===== src/rtl/uart_rx.sv =====
// 8N1 UART receiver: synchronizes RX, detects the start edge, samples each bit
// at mid-period using the shared baud table and strobes good bytes or framing errors.
module uart_rx #(
    parameter int SYNC_STAGES = 2
) (
    input  logic       clock,
    input  logic       resetn,
    input  logic       uart_en,
    input  logic [2:0] baud_rx_sel,
    input  logic       RX,
    output logic [7:0] data_out,
    output logic       rx_done,
    output logic       frame_err,
    output logic       rx_busy
);

    typedef enum logic [1:0] {IDLE, START, DATA, STOP} state_e;

    function automatic logic [13:0] bit_count(input logic [2:0] sel);
        case (sel)
            3'b000:  return 14'd10416;
            3'b001:  return 14'd5208;
            3'b010:  return 14'd2604;
            3'b011:  return 14'd1736;
            3'b100:  return 14'd868;
            3'b101:  return 14'd434;
            3'b110:  return 14'd217;
            default: return 14'd108;
        endcase
    endfunction

    state_e                 state_q, state_d;
    logic [SYNC_STAGES-1:0] sync_q, sync_d;
    logic                   rx_prev_q;
    logic                   rx_s;
    logic [13:0]            baud_cnt_q, baud_cnt_d;
    logic [2:0]             data_cnt_q, data_cnt_d;
    logic [2:0]             sel_q, sel_d;
    logic [7:0]             shift_q, shift_d;
    logic [7:0]             data_out_q, data_out_d;
    logic                   done_q, done_d;
    logic                   ferr_q, ferr_d;
    logic [13:0]            n_bits;
    logic [13:0]            half_bits;

    assign rx_s      = sync_q[SYNC_STAGES-1];
    assign sync_d    = {sync_q[SYNC_STAGES-2:0], RX};
    assign n_bits    = bit_count(sel_q);
    assign half_bits = n_bits >> 1;

    // NOTE: every variable gets a default before the case so no path leaves it unassigned (no latch).
    always_comb begin
        state_d    = state_q;
        baud_cnt_d = baud_cnt_q;
        data_cnt_d = data_cnt_q;
        sel_d      = sel_q;
        shift_d    = shift_q;
        data_out_d = data_out_q;
        done_d     = 1'b0;
        ferr_d     = 1'b0;

        if (!uart_en) begin
            state_d    = IDLE;
            baud_cnt_d = '0;
            data_cnt_d = '0;
        end else begin
            case (state_q)
                IDLE: begin
                    baud_cnt_d = '0;
                    // Edge-triggered, so a line stuck low cannot start a new frame.
                    if (rx_prev_q && !rx_s) begin
                        state_d = START;
                        sel_d   = baud_rx_sel;
                    end
                end
                START: begin
                    if (baud_cnt_q == half_bits) begin
                        baud_cnt_d = '0;
                        data_cnt_d = '0;
                        state_d    = rx_s ? IDLE : DATA;
                    end else begin
                        baud_cnt_d = baud_cnt_q + 14'd1;
                    end
                end
                DATA: begin
                    if (baud_cnt_q == n_bits) begin
                        baud_cnt_d          = '0;
                        shift_d[data_cnt_q] = rx_s;
                        if (data_cnt_q == 3'd7) begin
                            state_d = STOP;
                        end else begin
                            data_cnt_d = data_cnt_q + 3'd1;
                        end
                    end else begin
                        baud_cnt_d = baud_cnt_q + 14'd1;
                    end
                end
                STOP: begin
                    if (baud_cnt_q == n_bits) begin
                        baud_cnt_d = '0;
                        state_d    = IDLE;
                        if (rx_s) begin
                            data_out_d = shift_q;
                            done_d     = 1'b1;
                        end else begin
                            ferr_d = 1'b1;
                        end
                    end else begin
                        baud_cnt_d = baud_cnt_q + 14'd1;
                    end
                end
                default: state_d = IDLE;
            endcase
        end
    end

    // NOTE: sequential state uses non-blocking assignments so all flops update from pre-edge values.
    always_ff @(posedge clock or negedge resetn) begin
        if (!resetn) begin
            state_q    <= IDLE;
            sync_q     <= '1;
            rx_prev_q  <= 1'b1;
            baud_cnt_q <= '0;
            data_cnt_q <= '0;
            sel_q      <= '0;
            shift_q    <= '0;
            data_out_q <= '0;
            done_q     <= 1'b0;
            ferr_q     <= 1'b0;
        end else begin
            state_q    <= state_d;
            sync_q     <= sync_d;
            rx_prev_q  <= rx_s;
            baud_cnt_q <= baud_cnt_d;
            data_cnt_q <= data_cnt_d;
            sel_q      <= sel_d;
            shift_q    <= shift_d;
            data_out_q <= data_out_d;
            done_q     <= done_d;
            ferr_q     <= ferr_d;
        end
    end

    assign data_out  = data_out_q;
    assign rx_done   = done_q;
    assign frame_err = ferr_q;
    assign rx_busy   = (state_q != IDLE);

endmodule


===== config.mk =====
export PLATFORM = sky130hd
export DESIGN_NAME = uart_rx
export DESIGN_NICKNAME = d
export VERILOG_FILES = /design/src/rtl/uart_rx.sv
export SDC_FILE = /design/constraint.sdc
export NUM_CORES = 1
export LEC_CHECK = 0
export ABC_AREA = 0
export ABC_CLOCK_PERIOD_IN_PS = 2640
export BUFFER_PORTS_ARGS = -buffer_cell sky130_fd_sc_hd__buf_2
export CAP_MARGIN = 20
export CELL_PAD_IN_SITES_DETAIL_PLACEMENT = 1
export CELL_PAD_IN_SITES_GLOBAL_PLACEMENT = 1
export CORE_MARGIN = 1
export CORE_UTILIZATION = 45
export CTS_BUF_LIST = sky130_fd_sc_hd__clkbuf_16
export CTS_CLUSTER_SIZE = 40
export DETAILED_ROUTE_END_ITERATION = 8
export GPL_ROUTABILITY_DRIVEN = 0
export PLACE_DENSITY_LB_ADDON = 0.25
export REMOVE_ABC_BUFFERS = 1
export SYNTH_ARGS = -nofsm -noshare
export SYNTH_HDL_FRONTEND = slang
export SYNTH_SLANG_ARGS = --single-unit

===== constraint.sdc =====
create_clock -name clock -period 2.64 [get_ports clock]
set_input_delay 0 -clock clock [delete_from_list [all_inputs] [get_ports clock]]
set_output_delay 0 -clock clock [all_outputs]
set_load 0.005 [all_outputs]

# After elaboration in Yosys (flattened, before gate mapping)
# Index checks and enable logic that the tools add are counted.
# totals
ff_bits	43
in_bits	7
output_inout_bits	11
wordCells	74
# classes
mux	29
n_reduce_logical	12
n_addsub	2
eq_ne	19
n_lt_le_gt_ge	2
# ops
cell	count
14-bit case mux with 7 select lines	1
14-bit two-way mux	3
14-bit case mux with 3 select lines	1
3-bit inequality test (second input constant)	6
14-bit by 1-bit adder with 14-bit output (second input constant)	1
14-bit by 13-bit == test with 1-bit output	1
14-bit == test	1
2-bit two-way mux	7
3-bit == test (second input constant)	4
3-bit two-way mux	4
1-bit two-way mux	9
8-bit bitwise mux	1
2-bit case mux with 4 select lines	1
4-bit AND reduction	2
3-bit by 2-bit == test with 1-bit output (second input constant)	2
3-bit case mux with 2 select lines	1
3-bit AND reduction	2
5-bit AND reduction	1
2-bit == test (second input constant)	2
3-bit by 4-bit < comparator with 1-bit output (second input constant)	1
3-bit by 1-bit adder with 3-bit output (second input constant)	1
1-bit demux with 3-bit select	1
3-bit by 1-bit == test with 1-bit output (second input constant)	1
3-bit by 1-bit >= comparator with 1-bit output (second input constant)	1
other kinds (8)	9

# Depth between registers and ports, before layout
# Gate-level depths: netlist of the first run.
# logic_depth
word_depth	6
depth_mapped	11
ltp_nobuf	7

# Worst setup path before layout of the first run
# No wires, ideal clock.
# synth_timing
kind	reg-to-reg
startpoint	register sel_q[2]
endpoint	register data_out_q[0], in the netlist data_out[0]
required_ns	2.515
setup_ns	0.125
path_buffers	1
path_slack_ns	0.222
synth_period_minus_slack_ns	2.418
arrival_ns	2.293
path_stages_with_launch	9
cell_sequence	dfrtp_1 buf_2 nor2_2 mux2i_1 o32a_1 nor4_1 nand4_2 nor3_4 mux2_2
# synth_between
elab_chain_cells	4
word_cells_on_any_way	10
cone_classes	7 x eq/ne; 1 x mux; 2 x reduce/logical
# synth_rtl
item	line	text
start, declared	38	logic [2:0] sel_q, sel_d;
start signal, assigned	136	sel_q <= sel_d;
3-bit == test (tied with other cells)	20	case (sel)
14-bit case mux with 7 select lines (*)	20	
14-bit == test (*)	99	if (baud_cnt_q == n_bits) begin
4-bit AND reduction (no source line) (*)	--	
end signal, assigned	138	data_out_q <= data_out_d;
end, declared	40	logic [7:0] data_out_q, data_out_d;
# Every way passes the cells marked *; elsewhere a longest branch is shown, timed or not.
# A chain may end at the register's enable or synchronous reset.

# Worst setup path in the final report of the first run
# layout_timing
startpoint	register sel_q[1]
endpoint	register data_out_q[1], in the netlist data_out[1]
# The elaborated chain is that of the path after synthesis.

==> results of run 1 <==
## worst max-delay path: stages, from the launching register on
cell and delay [ns]:
dfrtp_2 0.46, nand2b_1 0.18, or4b_1 0.50, o41ai_1 0.08, o221a_2 0.27, nand4_2 0.15
nor3_4 0.19, buf_4 0.20, mux2_2 0.35
## stage by stage
stage / TNS (ns) / setup slack, ns / instance area (um^2)
after CTS: 0 / 0.0807 / 3060
after detailed placement: 0 / 0.0801 / 2850
final: 0 / 0.135 / 3070
after global routing: -0.00251 / -0.00251 / 3070
after global placement: 0 / 0.166 / 2850
after floorplan: -3.18 / -0.137 / 2520
## final cells by class
class,instances,share of cell area
tap,72,0.0294
inverter,10,0.0122
multi-input combinational,204,0.458
clock inverter,3,0.00530
timing repair buffer,43,0.102
sequential,43,0.353
clock buffer,5,0.0408
## per-layer routing
metal,up-vias,GRT usage,routed length [um]
met5,-,0,0
met4,0,0.0648,89
met3,7,0.0430,286
met2,48,0.382,3180
met1,1070,0.357,3270
li1,1056,-,-
## cells by family after synthesis
| kind of cell | after synthesis | share of synthesized area |
|---|---|---|
| and+or+nand+nor | 114 | 0.228 |
| AOI/OAI and AO/OA | 44 | 0.122 |
| DFF | 43 | 0.412 |
| buffers and inverters | 34 | 0.0544 |
| muxes | 24 | 0.105 |
| xor gates and xnor gates | 18 | 0.0601 |
| adders and majority gates | 4 | 0.0181 |
## placed cells by master, fill, tap and decap left out, drive strengths merged, types with 2 or more instances in the layout
cell type,Yosys,layout
mux2,19,19
o2bb2ai,2,2
a2bb2oi,2,2
nor3b,5,5
a31oi,4,4
buf,13,37
clkinv,1,2
clkbuf,11,5
nor4,4,4
nand2b,6,6
dfstp,3,3
o32a,2,2
xnor2,10,10
o22ai,2,2
a211oi,2,2
ha,3,3
nand2,18,18
nor2,35,35
a21oi,7,7
dlygate4sd3,0,6
dfrtp,40,40
nand4,8,8
nor2b,2,2
xor2,8,8
mux2i,4,4
nand3,13,13
nand3b,2,2
o211ai,2,2
a2111oi,2,2
and3,7,7
o221ai,3,3
nor3,8,8
o21ai,7,7
inv,9,10
## sequential cells by signal, summed over array words and instances, names as in the netlist
name        cells
baud_cnt_q     14
data_out        8
shift_q         8
data_cnt_q      3
sel_q           3
state_q         2
sync_q          2
frame_err       1
rx_done         1
rx_prev_q       1
## report_power, final
part	total, mW	internal, mW	switching [mW]
Clock	0.599	0.345	0.254
Combinational	0.416	0.182	0.234
Sequential	0.708	0.678	0.0303
## path summary, 6_finish.rpt
path / from / to / slack, ns / depth (start not counted)
worst max-delay path: sel_q[1] / data_out[1] / 0.13 / 8
max in group asynchronous: resetn / sel_q[2] / 1.59 / 2
worst min-delay path: RX / sync_q[0] / 0.36 / 2
worst min register to register: sync_q[0] / sync_q[1] / 0.36 / 0
min in group asynchronous: resetn / baud_cnt_q[9] / 0.39 / 2
worst max register to register: sel_q[1] / data_out[1] / 0.13 / 8
## repair_timing
action,4_1_cts,5_1_grt
endpoints found under the hold margin,45,0
endpoints found under the setup margin,5,12
resized for setup,1,4
hold buffers,6,0
==> metrics.txt, run 1 <==
outcome complete, no violations; Pwr Density 562 nW/um^2; post-synth cell types 56; register area 1080 um^2; initial antenna violation count 0; Finished Layout Cells 380; post-synthesis sequential element count 43; final-report max-slew violation count 0; H-tree depth 2; chip height 78.3 um; Worst EP arrival 2.67 ns; Max Root-Sink Buffers 2; Clock Pin Slew Worst Setup and Hold Paths 0.06 ns; Initial Utilization 0.470; upper clock frequency limit 0.399 GHz; maximum VDD drop 0.275 mV; final WL 6820 um; most common cell in the netlist dfrtp_1; placed cell count 366; post-DP HPWL 4790 um; routed via count 2181; critical setup path kind flip-flop to flip-flop; wire per inst 18.0 um; I/O pin total 18; CTS Buf Count 5; Crit Path Max Fanout 9; fill count 640; row count 27; first-pass GRT wire length 11600 um; Pleak 1.34 nW; commonest cells in the netlist dfrtp_1 (40), nor2_1 (34), mux2_2 (19); post-layout net count 317; Synth async-reset ratio 1.00; Worst-Margin Slew 0.949 ns; Data required, critical path 2.81 ns; Syn. warnings 0; crit end category flip-flop; hold crit path type input pin to flip-flop; Layout area overhead 17.1%; EDFF count, synth 0; Synth Flop Type dfrtp_1; min cycle time layout 2.51 ns; post-route core utilization 0.551; fin crit share 0.949; CTS tree done; top post-synthesis cells by area dfrtp_1 (38%), mux2_2 (8.2%), nor2_1 (4.9%), xnor2_1 (3.3%), dfstp_2 (3.0%); drt pass-1 iters 6; Mapped Cells 281; sequential cell area fraction in the yosys report 0.412; via/cell ratio 5.74; input/output buffers 17; clk_skew 0.00659 ns; Final setup viols 0; cell taking the most area after synthesis dfrtp_1; # DRC 0; Root Driver clkbuf_16; max-cap viol count 0; Core Region 5570 um^2; clk sinks 43; Multi-input gate area 1410 um^2; DIE WIDTH 78.3 um; minimum hold slack 0.360 ns; GRT Total Usage 0.247; Post-Syn Area 2620 um^2; gr ovfl total 0; pin count of the biggest net entering global routing 44; vias in the first global route 2216; Hold Fails Final Rpt 0; crit start category flip-flop; die area 6130 um^2; Initial DRC Count 130; relative slew slack 0.367; Synth top area share 0.382; Pwr Total 1.72 mW; Clock Latency Late Sink 0.29 ns; diode count 0; Post-Syn Area per Cell 9.33 um^2; share of cells above drive strength 1 0.247; antenna violation net count after detailed routing 0; post-CTS setup buffer count 0
Note: power is estimated with default switching activity, not from simulation.
==> inputs of run 2 (changes only) <==
- ABC_AREA: 0 -> 1
- CORE_UTILIZATION: 45 -> 44
==> run 2 against run 1 <==
- the flow now finishes with violations (negative hold slack)
- hold slack lost 0.37 ns
- combinational power increased by 140%
- global-route usage is 0.37 points lower
- die area rose by 6.7%
- total power increased by 45%
- critical path type unchanged
==> metrics.txt, run 2 <==
commonest cells in the netlist nand2_1 (112), inv_1 (54), dfrtp_1 (40); Core Region 5960 um^2; # DRC 0; worst reg2reg path depth 12; post-route core utilization 0.522; flop2flop setup slack 0.31 ns; relative slew slack 0.653; pre-CTS setup slack 0.354 ns; CTS Buf Count 5; fin crit share 0.883; initial antenna violation count 0; wire per inst 15.0 um; post-CTS setup buffer count 0; Mapped Cells 380; share of cells above drive strength 1 0.167; maximum VDD drop 0.481 mV; Post-Syn Area per Cell 7.21 um^2; H-tree depth 2; max reg flops 14; Worst-Margin Slew 0.516 ns; GRT Total Usage 0.243; cell taking the most area after synthesis dfrtp_1; fill count 794; routed via count 2515; Synth async-reset ratio 1.00; Final setup viols 0; Synth Flop Type dfrtp_1; clock share of power 0.286; Synth top area share 0.365; Final TNS setup 0 ns; placed cell count 468; EDFF count, synth 0; CTS tree done; crit start category flip-flop; worst setup margin 0.310 ns; unrepaired setup endpoints after global routing false; row count 28; final WL 7230 um; input/output buffers 17; Crit Path Max Fanout 14; commonest cells after routing, fill and taps aside nand2_1 (112), inv_1 (54), dfrtp_1 (40); chip height 80.9 um; post-synthesis sequential element count 43; Biggest register baud_cnt_q; sequential cell area fraction in the yosys report 0.394; Syn. warnings 0; Max Root-Sink Buffers 2; clk_skew 0.00708 ns; Pwr Density 806 nW/um^2; Clock Latency Late Sink 0.29 ns; Root Driver clkbuf_16; Hold Fails Final Rpt 1; outcome finished with violations; minimum hold slack -0.00527 ns; DIE WIDTH 80.9 um; min cycle time layout 2.33 ns; gr ovfl total 0; hold crit path type input pin to flip-flop; post-synth cell types 31; Initial Utilization 0.460; pin count of the biggest net entering global routing 44; Layout area overhead 13.4%; die area 6550 um^2; crit end category flip-flop; clk sinks 43; Psw 1.04 mW; Sw Ratio 0.414; violated checks negative hold slack; antenna violation net count after detailed routing 0; Internal 1.47 mW; I/O pin total 18; Pleak 1.59 nW; upper clock frequency limit 0.429 GHz; Initial DRC Count 197; Post-Syn Area 2740 um^2; top post-synthesis cells by area dfrtp_1 (37%), nand2_1 (15%), inv_1 (7.4%), nand3_1 (6.2%), nor2_1 (4.5%); Flop pwr share 0.317; critical setup path kind flip-flop to flip-flop; max-cap viol count 0; diode count 0; Clock Pin Slew Worst Setup and Hold Paths 0.07 ns; Hold Crit Depth 3; Data required, critical path 2.84 ns; Worst EP arrival 2.53 ns; via/cell ratio 5.23; post-layout net count 415; drt pass-1 iters 4; final-report max-slew violation count 0; vias in the first global route 2392; most common cell in the netlist nand2_1; first-pass GRT wire length 12000 um; most common cell after layout, fill and taps aside nand2_1; post-DP HPWL 5290 um; combinational share of power 0.397; Finished Layout Cells 481
==> run 2: path summary, 6_finish.rpt <==
kind	from	to
max	sel_q[0]	baud_cnt_q[12]
min	baud_rx_sel[0]	sel_q[0]
max reg2reg	sel_q[0]	baud_cnt_q[12]
min reg2reg	sync_q[0]	sync_q[1]
max in group asynchronous	resetn	rx_prev_q
min in group asynchronous	resetn	baud_cnt_q[11]
==> run 2: what timing repair did <==
action                                 4_1_cts  5_1_grt
hold buffers                                 4        0
resized for setup                            0        0
endpoints found under the hold margin       43        0
==> run 2: kinds of logic after synthesis <==
group | share of synthesized area
and+or+nand+nor | 0.366
buffers and inverters | 0.104
DFF | 0.394
AOI/OAI and AO/OA | 0.0900
xor gates and xnor gates | 0.0320
adders and majority gates | 0.0137
==> run 2: layout make-up <==
class / instances / area, um^2 / area share
well taps: 75 / 93.8 / 0.0302
clock buffers: 5 / 125 / 0.0403
repair buffers: 26 / 175 / 0.0564
flip-flops and latches: 43 / 1080 / 0.347
multi-input cells: 273 / 1380 / 0.442
clock inverters: 3 / 43.8 / 0.0141
inverters: 56 / 215 / 0.0692
==> run 2: metrics by stage <==
step,instance area [um^2],power (mW)
after floorplan,2670,1.52
after global routing,3110,2.69
after global placement,2880,1.76
after detailed placement,2880,1.77
final,3110,2.51
after CTS,3090,2.51
==> run 2: power groups by stage <==
stage               clock network (mW)  logic, mW  registers [mW]
floorplan                            0      0.718           0.802
global placement                     0      0.951           0.804
detailed placement                   0      0.969           0.806
CTS                              0.729      0.988           0.794
global route                     0.761       1.13           0.804
finish                           0.716      0.995           0.796
==> run 2: routing by layer <==
layer	global-route usage	routed length, um	share of wire	vias up
met2	0.369	3210	0.44	59
met4	0.0518	73	0.010	0
li1	-	-	-	1249
met3	0.0371	347	0.048	7
met5	0	0	0	-
met1	0.361	3600	0.50	1200
==> run 2: worst max-delay path, cell delays in order (launching register included) <==
cell and delay (ns):
dfrtp_1 0.60, inv_1 0.21, nand2_1 0.12, nand3_2 0.14, nand2_1 0.12, nand2_1 0.05, nand2_1 0.08, inv_1 0.04
nand2_1 0.06, nor2_1 0.05, nand2_2 0.10, nand3_1 0.38, a21oi_1 0.30
==> inputs of run 3 (changes only) <==
- ABC_CLOCK_PERIOD_IN_PS: 2640 -> 1900
- CORE_UTILIZATION: 44 -> 40
- clock period: 2.64 -> 1.9 ns (I/O delays scaled with it)
==> run 3 against run 2 <==
- the flow finishes with violations (negative setup slack)
- fmax rose by 14%
- global-route usage fell by 1.2 points
- first-iteration DRC count shrank 24%
- sequential share of layout area is 4.0 points lower
- sequential power grew 41%
- combinational power is 91% higher
- highest routed layer unchanged
==> metrics.txt, run 3 (synthesis gave the netlist of run 2 again) <==
die area 7190 um^2; critical setup path kind flip-flop to flip-flop; Flop pwr share 0.288; Final TNS setup -2.68 ns; DIE WIDTH 84.8 um; worst setup margin -0.152 ns; crit end category flip-flop; diode count 0; GRT Total Usage 0.231; clk sinks 43; Final setup viols 36; Initial Utilization 0.422; placed cell count 503; initial antenna violation count 0; Clock Latency Late Sink 0.29 ns; wire per inst 14.6 um; Pwr Total 3.89 mW; Data required, critical path 2.07 ns; Max Root-Sink Buffers 2; violated checks negative setup slack; commonest cells after routing, fill and taps aside nand2_1 (107), inv_1 (53), dfrtp_1 (37); H-tree depth 2; Root Driver clkbuf_16; fill count 848; crit start category flip-flop; Core Region 6490 um^2; Hold Fails Final Rpt 0; relative slew slack 0.583; Clock Pin Slew Worst Setup and Hold Paths 0.07 ns; combinational share of power 0.489; upper clock frequency limit 0.487 GHz; Design Area, Final 3530 um^2; input/output buffers 17; final-report max-slew violation count 0; Worst EP arrival 2.22 ns; final WL 7590 um; maximum VDD drop 0.515 mV; gr ovfl total 0; row count 29; Initial DRC Count 149; Crit Path Max Fanout 8; I/O pin total 18; Psw 1.68 mW; min cycle time layout 2.05 ns; via/cell ratio 5.07; first-pass GRT wire length 13200 um; drt pass-1 iters 4; most common cell after layout, fill and taps aside nand2_1; Pwr Density 1100 nW/um^2; share of cells above drive strength 1 0.283; max reg flops 14; fin crit share 1.08; CTS Buf Count 5; clk_skew 0.00849 ns; Biggest register baud_cnt_q; clock share of power 0.222; hold crit path type input pin to flip-flop; chip height 84.8 um; placed cell areas 3170 um^2; antenna violation net count after detailed routing 0; Layout area overhead 28.7%; Pleak 1.77 nW; CTS tree done; pin count of the biggest net entering global routing 28; routed via count 2631; unrepaired setup endpoints after global routing true; Sw Ratio 0.431; # DRC 0; outcome finished with violations; max-cap viol count 0; post-DP HPWL 5810 um; post-layout net count 451; vias in the first global route 2778; Worst-Margin Slew 0.625 ns; Finished Layout Cells 519; Internal 2.22 mW
-- run 3: cell types whose count changed in the layout (fill, tap and decap cells not counted), sizes merged --
cell	before	now
buf	22	57
clkinv	2	0
clkinvlp	0	2
bufinv	1	0
dlygate4sd3	4	5
inv	56	57
-- run 3: area by class of cell --
type	instances	area, um^2	share of cell area
well taps	77	96.3	0.0273
clock buffers	5	125	0.0355
inverters	56	218	0.0617
repair buffers	62	488	0.138
flip-flops and latches	43	1080	0.307
clock inverters	3	23.8	0.00674
multi-input cells	273	1490	0.423
-- run 3: worst paths after layout --
path / startpoint / slack, ns / cells past startpoint / endpoint
max: sel_q[2] / -0.15 / 14 / shift_q[6]
min: uart_en / 0.13 / 3 / frame_err
max reg2reg: sel_q[2] / -0.15 / 14 / shift_q[6]
min reg2reg: sync_q[0] / 0.36 / 0 / sync_q[1]
max in group asynchronous: resetn / 0.98 / 3 / sync_q[0]
min in group asynchronous: resetn / 0.26 / 2 / sel_q[2]
-- run 3: what timing repair did --
item,CTS,global route
endpoints found under the setup margin,37,37
gates resized for setup,25,18
buffers inserted,2,1
endpoints found under the hold margin,29,0
hold buffers,5,0
cloned,0,0
pin swaps,5,9
-- run 3: metal layers --
layer  global-route usage  vias to the layer above  wire [um]
met5                    0                        -          0
met4               0.0416                        0         39
met3               0.0383                        4        248
met2                0.384                       44       3660
met1                0.322                     1256       3640
li1                     -                     1327          -
-- run 3: per-stage QoR --
stage / hold WS, ns / setup WS (ns) / util
2_1_floorplan: -0.296 / -0.0851 / -
3_3_place_gp: 0.0586 / -0.214 / 0.488
3_5_place_dp: 0.0514 / -0.284 / 0.488
4_1_cts: 0.0968 / -0.137 / 0.532
5_1_grt: 0.164 / -0.282 / 0.543
6_report: 0.131 / -0.152 / 0.543
-- run 3: power by group through the flow --
| stage | Combinational [mW] | Clock (mW) | Sequential [mW] |
|---|---|---|---|
| global placement | 1.62 | 0 | 1.11 |
| floorplan | 0.997 | 0 | 1.11 |
| global route | 2.13 | 0.924 | 1.13 |
| CTS | 1.82 | 0.895 | 1.11 |
| detailed placement | 1.67 | 0 | 1.11 |
| finish | 1.90 | 0.866 | 1.12 |
-- run 3: worst max-delay path, cell delays in order (launching register included) --
cell,delay [ns]
dfrtp_2,0.45
buf_12,0.16
nand2_2,0.08
buf_4,0.12
nand3_2,0.12
nand2_2,0.11
nand2_1,0.05
nand2_1,0.09
nand3_2,0.11
inv_1,0.09
nand2_2,0.11
nor2_4,0.16
nand2_1,0.11
o21ai_1,0.14
inv_1,0.05
